**config.mk**
```make
export PLATFORM = sky130hd
export DESIGN_NAME = instr_fetch_unit
export DESIGN_NICKNAME = d
export VERILOG_FILES = /design/src/rtl/instr_fetch_unit.sv
export SDC_FILE = /design/constraint.sdc
export NUM_CORES = 1
export LEC_CHECK = 0
export CAP_MARGIN = 10
export CORE_ASPECT_RATIO = 0.75
export CORE_MARGIN = 5
export CORE_UTILIZATION = 38
export CTS_CLUSTER_DIAMETER = 40
export DETAILED_ROUTE_END_ITERATION = 16
export SYNTH_ARGS = -nofsm -noshare
export SYNTH_HDL_FRONTEND = slang
export SYNTH_SLANG_ARGS = --single-unit
```
**constraint.sdc**
```tcl
create_clock -name clk -period 8.3 [get_ports clk]
set_input_delay 1.66 -clock clk [delete_from_list [all_inputs] [get_ports clk]]
set_output_delay 1.66 -clock clk [all_outputs]
set_load 0.02 [all_outputs]
```
**src/rtl/instr_fetch_unit.sv**
```systemverilog
// Instruction fetch stage: credit-limited sequential fetch, in-order prefetch queue, redirect/drain.
// Optional jump predecode is enabled by defining IFU_JUMP_PREDECODE_EN.
module instr_fetch_unit #(
  parameter logic [31:0] RESET_PC  = 32'h0000_0000,
  parameter int          BUF_DEPTH = 2
) (
  input  logic        clk,
  input  logic        rst,
  output logic        imem_req,
  output logic [31:0] imem_addr,
  input  logic        imem_ready,
  input  logic        imem_rvalid,
  input  logic [31:0] imem_rdata,
  input  logic        stall,
  input  logic        redirect,
  input  logic [31:0] redirect_pc,
  output logic        instr_valid,
  output logic [31:0] instr,
  output logic [31:0] instr_pc,
  output logic        instr_pred_taken
);
  localparam int PW = $clog2(BUF_DEPTH);
  localparam int CW = PW + 1;

  typedef enum logic {FETCH, DRAIN} state_t;
  state_t state, state_nxt;

  logic [31:0]   fetch_pc;
  logic [CW-1:0] outstanding, out_nxt, q_count;
  logic [CW:0]   credit_used;

  logic [31:0]   q_instr [BUF_DEPTH];
  logic [31:0]   q_pc    [BUF_DEPTH];
  logic          q_pred  [BUF_DEPTH];
  logic [PW-1:0] q_rd, q_wr;

  // PCs of accepted-but-unanswered requests, in issue order
  logic [31:0]   p_pc [BUF_DEPTH];
  logic [PW-1:0] p_rd, p_wr;

  logic        accept, resp, push, pop, pd_redirect;
  logic [31:0] resp_pc, pd_target;

  assign credit_used = {1'b0, q_count} + {1'b0, outstanding};
  assign imem_req    = (state == FETCH) && (credit_used < (CW+1)'(BUF_DEPTH));
  assign imem_addr   = fetch_pc;

  assign accept  = imem_req & imem_ready;
  // Stray responses after a mid-flight reset are ignored rather than underflowing the count
  assign resp    = imem_rvalid & (outstanding != '0);
  assign resp_pc = p_pc[p_rd];
  assign push    = resp & (state == FETCH) & ~redirect;
  assign pop     = instr_valid & ~stall & ~redirect;
  assign out_nxt = outstanding + CW'(accept) - CW'(resp);

`ifdef IFU_JUMP_PREDECODE_EN
  logic [31:0] pc_plus4;
  assign pc_plus4    = resp_pc + 32'd4;
  assign pd_redirect = push && (imem_rdata[31:26] == 6'b000010);
  assign pd_target   = (pc_plus4 & 32'hF000_0000) | {4'b0000, imem_rdata[25:0], 2'b00};
`else
  assign pd_redirect = 1'b0;
  assign pd_target   = 32'h0000_0000;
`endif

  assign instr_valid      = (q_count != '0);
  assign instr            = q_instr[q_rd];
  assign instr_pc         = q_pc[q_rd];
  assign instr_pred_taken = q_pred[q_rd];

  always_ff @(posedge clk or posedge rst) begin
    if (rst) state <= FETCH;
    else     state <= state_nxt;
  end

  always_comb begin
    state_nxt = state;
    case (state)
      FETCH:   if ((redirect || pd_redirect) && (out_nxt != '0)) state_nxt = DRAIN;
      DRAIN:   if (out_nxt == '0) state_nxt = FETCH;
      default: state_nxt = FETCH;
    endcase
  end

  always_ff @(posedge clk or posedge rst) begin
    if (rst) begin
      fetch_pc    <= RESET_PC;
      outstanding <= '0;
      p_rd        <= '0;
      p_wr        <= '0;
      q_rd        <= '0;
      q_wr        <= '0;
      q_count     <= '0;
      for (int i = 0; i < BUF_DEPTH; i++) begin
        q_instr[i] <= '0;
        q_pc[i]    <= '0;
        q_pred[i]  <= 1'b0;
        p_pc[i]    <= '0;
      end
    end else begin
      outstanding <= out_nxt;
      if (accept) begin
        p_pc[p_wr] <= fetch_pc;
        p_wr       <= p_wr + PW'(1);
      end
      if (resp) p_rd <= p_rd + PW'(1);

      if (redirect)         fetch_pc <= redirect_pc & ~32'h3;
      else if (pd_redirect) fetch_pc <= pd_target;
      else if (accept)      fetch_pc <= fetch_pc + 32'd4;

      if (redirect) begin
        q_rd    <= '0;
        q_wr    <= '0;
        q_count <= '0;
      end else begin
        if (push) begin
          q_instr[q_wr] <= imem_rdata;
          q_pc[q_wr]    <= resp_pc;
          q_pred[q_wr]  <= pd_redirect;
          q_wr          <= q_wr + PW'(1);
        end
        if (pop) q_rd <= q_rd + PW'(1);
        q_count <= q_count + CW'(push) - CW'(pop);
      end
    end
  end
endmodule

```
# --- After elaboration in Yosys (flattened, before gate mapping) ---
# Index checks and enable logic that the tools add are counted.
# W data, S select, Z words.
classes:
  n_addsub: 10
  n_lt_le_gt_ge: 7
  bitwise_logic: 15
  n_reduce_logical: 12
  mux: 31
op_table:
  columns: ["operator", "n"]
  rows:
  - ["$mux W32", 13]
  - ["$bwmux W64", 3]
  - ["$demux W32 S1", 2]
  - ["$add A32 B3 Y32 const B", 1]
  - ["$reduce_bool A2 Y1", 6]
  - ["$mux W1", 10]
  - ["$ge A2 B2 Y1 const B", 4]
  - ["$not A1 Y2", 4]
  - ["$and A1 B1 Y1", 6]
  - ["$add A1 B1 Y1 const B", 4]
  - ["$add A2 B1 Y2", 2]
  - ["$logic_and A1 B1 Y1", 4]
  - ["$lt A2 B1 Y1 const B", 2]
  - ["$sub A2 B1 Y2", 2]
  - ["$add A2 B2 Y3", 1]
  - ["$lt A3 B2 Y1 const B", 1]
  - ["$not A1 Y1", 3]
  - ["$and A2 B2 Y2", 1]
  - ["$logic_not A2 Y1", 1]
  - ["$mux W2", 1]
  - ["$not A2 Y2", 1]
  - ["$pmux W1 S2", 1]
  - ["$reduce_and A2 Y1", 1]
  - ["$demux W1 S1", 1]
word_totals:
  output_inout_bits: 99
  register_bits: 235

# --- Longest topological paths before layout ---
# Gate-level depths: netlist (run 1).
logic_depth:
  depth_word: 10
  ltp_mapped: 10
  depth_no_buf: 10

# --- Worst setup path before layout (run 1) ---
# Ideal clock, no wire load.
synth_timing:
  path_type: "input to register"
  start: "input imem_rvalid"
  end: "register q_instr[10] (netlist bit)"
  setup_time_ps: 125
  required_time_ps: 8175
  cell_stages: 5
  t_arrival_ps: 3136
  setup_slack_ps: 5039
  cell_sequence: "o21ai_1 nor4b_1 clkbuf_1 buf_2 mux2_2"
synth_via:
  elab_chain_len: 4
synth_rtl:
  columns: ["element", "line_no", "rtl"]
  rows:
  - ["start, declared", "12", "input logic imem_rvalid,"]
  - ["$and A1 B1 Y1", "50", "assign resp = imem_rvalid & (outstanding != '0);"]
  - ["$and A1 B1 Y1 (2 in a row)", "52", "assign push = resp & (state == FETCH) & ~redirect;"]
  - ["$reduce_and A2 Y1 (no source line)", null, null]
  - ["end signal, assigned by index", "118", "q_instr[q_wr] <= imem_rdata;"]
  - ["end, declared", "32", "logic [31:0] q_instr [BUF_DEPTH];"]
# No other way between the ends.
# A chain may end at the register's enable or synchronous reset.

# --- Final worst setup path (run 1) ---
layout_timing:
  start: "register q_rd"
  end: "output instr_pc[26]"
layout_via:
  elab_chain_len: 4
layout_rtl:
  columns: ["element", "line_no", "rtl"]
  rows:
  - ["start, declared", "35", "logic [PW-1:0] q_rd, q_wr;"]
  - ["start signal, assigned", "123", "if (pop) q_rd <= q_rd + PW'(1);"]
  - ["$not A1 Y2 (not written as such)", "68", "assign instr_pc = q_pc[q_rd];"]
  - ["$mux W32 (not written as such) (3 in a row)", "68", null]
  - ["end, declared", "19", "output logic [31:0] instr_pc,"]
# No other way between the ends. The select of a mux whose other input is x is not followed.

==> impl_metrics.py, run 1 <==
metrics = {
    "die": {
        "start_util_pct": 38.69,
        "design.core.area_um2": 26100,
        "fp-row-count": 51,
        "die_w_um": 198.2,
        "io_pins": 169,
        "die-area_um2": 29970,
        "die_h_um": 151.2,
    },
    "grt": {
        "track_usage_pct": 16.36,
        "grt_pass1_wl_um": 39550,
        "grt-ovfl-total": 0,
        "antenna_found_initial": 0,
        "first_global_vias": 6974,
        "grt_max_degree": 94,
    },
    "timing": {
        "worst_pin_slew_ns": 1.101,
        "slew_violations": 0,
        "setup_tns_ns": 0,
        "max_slew_margin_pct": 26.63,
        "period_share_pct": 55.06,
        "fin_crit_ns": 4.570,
        "rsz0062_at_grt": "false",
        "finalHoldViolations": 0,
        "fin_skew_ns": 0.01470,
        "max_freq_mhz": 218.8,
        "setup_viol": 0,
    },
    "clocking": {
        "cts-buffers-inserted": 29,
        "ctsHoldBuffers": 0,
        "path_clk_slew_ns": 0.06,
        "cts_buffer_depth": 3,
        "cts_tree": "built",
        "cts_resized": 0,
        "clockRootBuffer": "clkbuf_16",
        "postCtsSetupRepairBufs": 0,
        "cts_num_sinks": 225,
        "htree_levels": 1,
        "insertion_delay_ns": 0.53,
    },
    "job": {
        "drv_cap": 0,
    },
    "setup_path": {
        "r2r-end": "p_pc[54]",
        "cp-startpoint": "q_rd",
        "r2r_cells": 8,
        "critPathMaxFanout": 41,
        "endpoint_kind": "output pin",
        "r2r-start": "outstanding[0]",
        "worst-setup-path-type": "reg2out",
        "endpoint": "instr_pc[26]",
        "cp.arrival_ns": 2.91,
        "worst-r2r-setup-slack_ns": 5.11,
        "worstPathRequired_ns": 6.64,
        "path_cells": "buf_4 > mux2_2 > clkdlybuf4s50_1",
        "cpMaxStageDelayCell": "dfrtp_2",
        "critPathLaunchType": "register",
        "crit_path_max_incr_delay_ns": 0.77,
    },
    "pwr": {
        "p_per_area_nw_per_um2": 370.8,
        "p_leak_nw": 5.554,
        "ir_drop_mv": 0.2141,
    },
    "layout": {
        "final_cells": 1340,
        "fill_cells": 2296,
        "layout_commonest_cell": "dfrtp_1",
        "layout_common_cells": "dfrtp_1 (223), mux2_2 (185), clkdlybuf4s50_1 (162), nand2_1 (55), nor2_1 (46)",
        "drive_gt1_share_pct": 25.90,
        "nets": 1051,
        "area_growth_pct": 29.10,
        "antenna_cells": 0,
    },
    "place": {
        "port_buffers": 162,
        "placedCellCount": 1288,
        "place_congestion": 0.7695,
        "dp_hpwl_um": 16260,
    },
    "drt": {
        "routedWlPerCell_um": 18.27,
        "drt_iter0_markers": 379,
        "drcViolationCount": 0,
        "via_per_inst": 5.107,
        "ant_nets": 0,
        "firstDrtPassIters": 4,
        "vias": 6843,
        "wirelength_um": 24490,
    },
    "worst_hold_path": {
        "min_path_cells": 2,
        "min_from": "q_pc[51]",
        "min_path_type": "reg2reg",
    },
    "logic_synthesis": {
        "synth_edf_count": 0,
        "ys_warn_count": 0,
        "synth_top_flop_cell": "dfrtp_1",
        "ys_types": 45,
        "synth.cell_area_um2": 10100,
        "syn_inst": 824,
        "avgSynthCellArea_um2": 12.26,
        "ys_async_sr_fraction_pct": 100.0,
        "ys_ff_latch": 225,
        "synth_seq_area_share_pct": 55.76,
    },
    "run_status": {
        "status": "completed",
    },
}
## synthesized netlist by cell type, types with 13 or more instances
| library cell | number | area share [%] |
|---|---|---|
| or4_1 | 19 | 1.4 |
| nor2_1 | 47 | 1.7 |
| o31ai_1 | 13 | 0.97 |
| mux2i_1 | 34 | 3.4 |
| dfrtp_1 | 225 | 56 |
| nand3_1 | 13 | 0.64 |
| a31oi_1 | 14 | 0.87 |
| mux2_2 | 185 | 21 |
| a21oi_1 | 32 | 1.6 |
| clkbuf_1 | 37 | 1.4 |
| nand2_1 | 56 | 2.1 |
| o21ai_0 | 45 | 2.2 |
## worst max-delay path: cells and delay by family (launching register included)
family | cells | cell delay, ns
buffers and inverters | 2 | 1.16
multiplexers | 1 | 0.44
flip-flops | 1 | 0.77
## report_power, final
group,switching (mW),total [mW],leakage (nW),internal (mW)
Combinational,0.767,1.68,2.28,0.918
Sequential,0.306,1.86,2.77,1.56
Clock,0.489,1.29,0.497,0.799
## cell families after synthesis
family / after synthesis / share of synthesized area [%]
DFF: 225 / 55.76
muxes: 219 / 24.00
and+or+nand+nor: 178 / 8.822
AOI/OAI and AO/OA: 117 / 6.666
buffers and inverters: 63 / 2.602
xor gates and xnor gates: 15 / 1.301
adders and majority gates: 6 / 0.8178
other: 1 / 0.03713
## metrics by stage
stage | power, mW | hold slack (ns) | instance area, um^2 | utilization (%) | setup WS, ns
after floorplan | 2.915 | 0.4460 | 10110 | - | 0.4772
after global placement | 3.542 | 0.4572 | 12030 | 46.08 | 3.816
after detailed placement | 3.584 | 0.4669 | 12030 | 46.08 | 3.846
after CTS | 4.901 | 0.4796 | 13040 | 49.95 | 3.610
after global routing | 5.138 | 0.4927 | 13040 | 49.95 | 3.586
final | 4.834 | 0.4727 | 13040 | 49.95 | 3.730
## worst min path at each step
stage / end
floorplan: q_pc[34]
global placement: q_pc[48]
detailed placement: q_pc[45]
CTS: q_pc[45]
global route: q_pc[57]
finish: q_pc[51]
## state kept, by name (all words and copies together), names as in the netlist
| signal | flops |
|---|---|
| q_count | 2 |
| q_pc | 60 |
| state | 1 |
| q_rd | 1 |
| q_wr | 1 |
| q_pred | 2 |
| p_rd | 1 |
| p_pc | 60 |
| p_wr | 1 |
| imem_addr | 30 |
| q_instr | 64 |
| outstanding | 2 |
## layer usage
layer  part of all wire, %  wire [um]  track usage (%)
met5                     0          0                0
met4                   1.4        334            2.856
met3                   6.2       1519            3.358
met1                    52      12810            26.32
met2                    40       9822            22.83
## cell type report
type | count | area, um^2 | share of cell area, %
repair buffers | 171 | 1689 | 12.96
inverters | 9 | 41.29 | 0.3167
well taps | 344 | 430.4 | 3.301
multi-input cells | 539 | 4232 | 32.46
clock buffers | 32 | 767.0 | 5.883
clock inverters | 20 | 245.2 | 1.881
flip-flops and latches | 225 | 5633 | 43.21
Note: power is estimated with default switching activity, not from simulation.
==> run 2: changes to the inputs <==
- clock period: 8.3 -> 4 ns (I/O delays scaled with it)
==> impl_metrics.py, run 2 (synthesis results as in run 1) <==
metrics = {
    "pwr": {
        "p_per_area_nw_per_um2": 775.8,
        "ir_drop_mv": 0.3469,
        "intPower_mw": 7.004,
        "switchingPower_mw": 3.292,
        "p_leak_nw": 5.653,
        "seqPwrFrac_pct": 37.6,
        "share_comb_of_total_power_pct": 34.3,
        "p_clk_share_pct": 28.1,
        "switching_share_pct": 31.97,
    },
    "setup_path": {
        "path_delay_family": "buffers and inverters",
        "endpoint_kind": "output pin",
        "critPathMaxFanout": 25,
        "cp.arrival_ns": 2.55,
        "worst-setup-path-type": "reg2out",
        "cp-startpoint": "q_rd",
        "worstPathRequired_ns": 3.20,
        "worst-r2r-setup-slack_ns": 0.84,
        "crit_path_max_incr_delay_ns": 0.82,
        "critPathLaunchType": "register",
        "cpMaxStageDelayCell": "dfrtp_2",
        "r2r-start": "outstanding[0]",
        "crit_buf_inv": 2,
        "path_cells": "buf_12 > mux2_2 > clkdlybuf4s50_1",
    },
    "die": {
        "start_util_pct": 38.69,
        "die_w_um": 198.2,
        "die_h_um": 151.2,
        "design.core.area_um2": 26100,
        "fp-row-count": 51,
        "io_pins": 169,
        "die-area_um2": 29970,
    },
    "clocking": {
        "cts_buffer_depth": 3,
        "clockRootBuffer": "clkbuf_16",
        "insertion_delay_ns": 0.49,
        "cts_num_sinks": 225,
        "ctsHoldBuffers": 0,
        "postCtsSetupRepairBufs": 0,
        "path_clk_slew_ns": 0.05,
        "cts_tree": "built",
        "cts-buffers-inserted": 35,
        "htree_levels": 2,
        "cts_resized": 0,
    },
    "drt": {
        "wl_met2_um": 9705,
        "ant_nets": 0,
        "routedWlPerCell_um": 18.26,
        "drt_iter0_markers": 273,
        "firstDrtPassIters": 4,
        "routed.top_layer": "met4",
        "wirelength_um": 24710,
        "via_per_inst": 5.132,
        "vias": 6944,
        "wl_met1_um": 13060,
        "drcViolationCount": 0,
        "dr_wl_met3_um": 1633,
    },
    "timing": {
        "fin_skew_ns": 0.01456,
        "finalHoldViolations": 0,
        "fin_crit_ns": 3.349,
        "worst_pin_slew_ns": 1.103,
        "slew_violations": 0,
        "max_slew_margin_pct": 26.46,
        "max_freq_mhz": 298.6,
        "period_share_pct": 83.71,
        "setup_tns_ns": 0,
        "rsz0062_at_grt": "false",
        "setup_viol": 0,
    },
    "grt": {
        "grt_max_degree": 104,
        "antenna_found_initial": 0,
        "track_usage_pct": 16.74,
        "grt-ovfl-total": 0,
        "first_global_vias": 7154,
        "grt_pass1_wl_um": 40120,
    },
    "layout": {
        "top_register": "q_instr",
        "top_regs": "q_instr (64), p_pc (60), q_pc (60)",
        "antenna_cells": 0,
        "layout_commonest_cell": "dfrtp_1",
        "largest_register_ffs": 64,
        "drive_gt1_share_pct": 26.46,
        "nets": 1062,
        "multi_input_area_um2": 4229,
        "final_cells": 1353,
        "fill_cells": 2339,
        "regArea_um2": 5633,
        "area_growth_pct": 31.41,
        "layout_common_cells": "dfrtp_1 (223), mux2_2 (185), clkdlybuf4s50_1 (162), nand2_1 (56), nor2_1 (46)",
    },
    "place": {
        "port_buffers": 162,
        "placedCellCount": 1293,
        "dp_hpwl_um": 16420,
        "place_congestion": 0.7666,
    },
    "job": {
        "drv_cap": 0,
    },
    "worst_hold_path": {
        "min_from": "q_pc[47]",
        "min_path_type": "reg2reg",
    },
    "run_status": {
        "status": "completed",
    },
}
-- run 2: path summary, 6_finish.rpt --
kind | end | cells past startpoint
max | instr_pc[31] | 3
min | q_pc[47] | 2
max reg2reg | imem_addr[31] | 6
min reg2reg | q_pc[47] | 2
max in group asynchronous | q_instr[37] | 3
min in group asynchronous | q_pc[36] | 2
-- run 2: routing by layer --
metal	GRT usage, %	up-vias
met5	0	-
met4	3.682	0
met3	3.825	29
met2	22.51	192
met1	27.09	3440
li1	-	3283
-- run 2: worst register-to-register path, delay by kind of cell, from the launching register on --
kind / cells / cell delay (ns)
simple gates: 4 / 2.00
fa+ha+maj: 1 / 0.50
flops: 1 / 0.39
compound gates: 1 / 0.18
-- run 2: power groups by stage --
stage          Clock, mW  Sequential [mW]  Combinational, mW
6_report            2.90             3.87               3.53
5_1_grt             3.07             4.00               3.85
4_1_cts             2.97             3.87               3.58
3_5_place_dp           0             3.90               3.57
3_3_place_gp           0             3.87               3.52
2_1_floorplan          0             3.66               2.39
-- run 2: layout make-up --
cell class,instances,area share (%)
Clock inverter,15,0.9994
Multi-Input combinational cell,539,31.87
Tap cell,344,3.243
Sequential cell,225,42.45
Clock buffer,45,7.581
Timing Repair Buffer,176,13.58
Inverter,9,0.2829
-- run 2: stage by stage --
step / setup slack [ns] / utilization [%] / cell area [um^2] / total power [mW] / hold slack, ns
2_1_floorplan: 0.2620 / - / 10110 / 6.049 / 0.4460
3_3_place_gp: 0.8002 / 46.48 / 12130 / 7.389 / 0.4572
3_5_place_dp: 0.7586 / 46.48 / 12130 / 7.465 / 0.4668
4_1_cts: 0.6105 / 50.85 / 13270 / 10.43 / 0.4778
5_1_grt: 0.5614 / 50.85 / 13270 / 10.91 / 0.4944
6_report: 0.6514 / 50.85 / 13270 / 10.30 / 0.4717
==> run 3: changes to the inputs <==
- clock period: 4 -> 2.7 ns (I/O delays scaled with it)
==> impl_metrics.py, run 3 (synthesis results as in run 1) <==
metrics = {
    "pwr": {
        "ir_drop_mv": 0.5501,
        "p_leak_nw": 6.139,
        "total_power_mw": 15.41,
        "p_per_area_nw_per_um2": 1132,
    },
    "clocking": {
        "insertion_delay_ns": 0.53,
        "clockRootBuffer": "clkbuf_16",
        "cts-buffers-inserted": 30,
        "cts_num_sinks": 225,
        "cts_tree": "built",
        "path_clk_slew_ns": 0.06,
        "cts_buffer_depth": 3,
        "ctsHoldBuffers": 0,
        "htree_levels": 1,
    },
    "layout": {
        "antenna_cells": 0,
        "area_growth_pct": 34.73,
        "top_register": "q_instr",
        "finish.utilization_pct": 52.13,
        "regArea_um2": 5633,
        "largest_register_ffs": 64,
        "layout_commonest_cell": "dfrtp_1",
        "layout_common_cells": "dfrtp_1 (223), mux2_2 (185), clkdlybuf4s50_1 (123), nand2_1 (56), nor2_1 (46)",
        "nets": 1082,
        "top_regs": "q_instr (64), p_pc (60), q_pc (60)",
        "drive_gt1_share_pct": 28.06,
        "fill_cells": 2254,
        "multi_input_area_um2": 4232,
    },
    "setup_path": {
        "cpMaxStageDelayCell": "clkdlybuf4s50_1",
        "worstPathRequired_ns": 2.16,
        "cp.arrival_ns": 2.09,
        "crit_path_max_incr_delay_ns": 0.55,
        "r2r-end": "imem_addr[15]",
        "worst-setup-path-type": "reg2out",
        "endpoint_kind": "output pin",
        "crit_buf_inv": 2,
        "critPathMaxFanout": 27,
        "path_delay_family": "buffers and inverters",
        "worst-r2r-setup-slack_ns": 0.17,
        "path_cells": "buf_12 > mux2_2 > clkdlybuf4s50_1",
        "critPathLaunchType": "register",
        "r2r-start": "outstanding[0]",
        "r2r_cells": 8,
    },
    "die": {
        "die-area_um2": 29970,
        "design.core.area_um2": 26100,
        "io_pins": 169,
        "fp-row-count": 51,
        "die_h_um": 151.2,
        "start_util_pct": 38.69,
        "die_w_um": 198.2,
    },
    "place": {
        "dp_hpwl_um": 17180,
        "place_congestion": 0.7820,
        "port_buffers": 162,
    },
    "timing": {
        "slew_violations": 0,
        "finalHoldViolations": 0,
        "setup_viol": 0,
        "setup_tns_ns": 0,
        "rsz0062_at_grt": "false",
        "max_freq_mhz": 379.9,
        "hold_slack_ns": 0.3638,
        "period_share_pct": 97.48,
        "fin_skew_ns": 0.009927,
        "fin_crit_ns": 2.632,
    },
    "grt": {
        "grt_max_degree": 77,
        "antenna_found_initial": 0,
        "grt-ovfl-total": 0,
        "track_usage_pct": 16.65,
        "first_global_vias": 7108,
        "grt_pass1_wl_um": 40210,
    },
    "worst_hold_path": {
        "min_path_type": "in2async",
    },
    "drt": {
        "firstDrtPassIters": 5,
        "vias": 7023,
        "routedWlPerCell_um": 18.20,
        "ant_nets": 0,
        "drt_iter0_markers": 360,
        "via_per_inst": 5.111,
        "wirelength_um": 25010,
        "drcViolationCount": 0,
    },
    "run_status": {
        "status": "completed",
    },
    "job": {
        "drv_cap": 0,
    },
}
-- run 3: stage by stage --
| stage | cell area (um^2) | worst slack (ns) | cells |
|---|---|---|---|
| 2_1_floorplan | 10110 | -0.7780 | 827 |
| 3_3_place_gp | 12370 | 0.07340 | 1316 |
| 3_5_place_dp | 12370 | 0.07211 | 1316 |
| 4_1_cts | 13510 | -0.008816 | 1372 |
| 5_1_grt | 13610 | 0.005836 | 1374 |
| 6_report | 13610 | 0.06794 | 1374 |
-- run 3: layer usage --
metal / vias to the layer above / wire [um] / part of all wire, % / GRT usage [%]
li1: 3321 / - / - / -
met1: 3497 / 13180 / 53 / 27.13
met2: 176 / 10020 / 40 / 23.06
met3: 29 / 1519 / 6.1 / 3.291
met4: 0 / 283 / 1.1 / 2.684
met5: - / 0 / 0 / 0
-- run 3: timing repair --
| item | in CTS | in global routing |
|---|---|---|
| setup endpoints to repair | 28 | 42 |
| pin swaps | 0 | 1 |
| resized for setup | 18 | 29 |
| hold endpoints to repair | 0 | 0 |
| cloned | 0 | 0 |
| buffers inserted | 0 | 2 |
-- run 3: worst max-delay path by stage --
stage                         startpoint       endpoint  slack (ns)  depth (start not counted)
final                               q_rd    instr_pc[4]        0.07                          3
after global placement    outstanding[0]  imem_addr[31]        0.07                          8
after detailed placement  outstanding[0]  imem_addr[31]        0.07                          8
after CTS                           q_rd    instr_pc[4]      -0.009                          3
after global routing                q_rd      instr[19]       0.006                          3
after floorplan                      rst  imem_addr[10]       -0.78                          1
-- run 3: cell type report --
type / count / area share [%]
Sequential cell: 225 / 41.40
Multi-Input combinational cell: 539 / 31.10
Timing Repair Buffer: 201 / 15.58
Clock buffer: 38 / 6.116
Tap cell: 344 / 3.164
Clock inverter: 18 / 2.363
Inverter: 9 / 0.2759
-- run 3: report_power, final --
part,total (mW),switching [mW],internal [mW]
logic,5.34,2.52,2.82
clock network,4.47,1.51,2.96
registers,5.60,0.817,4.79
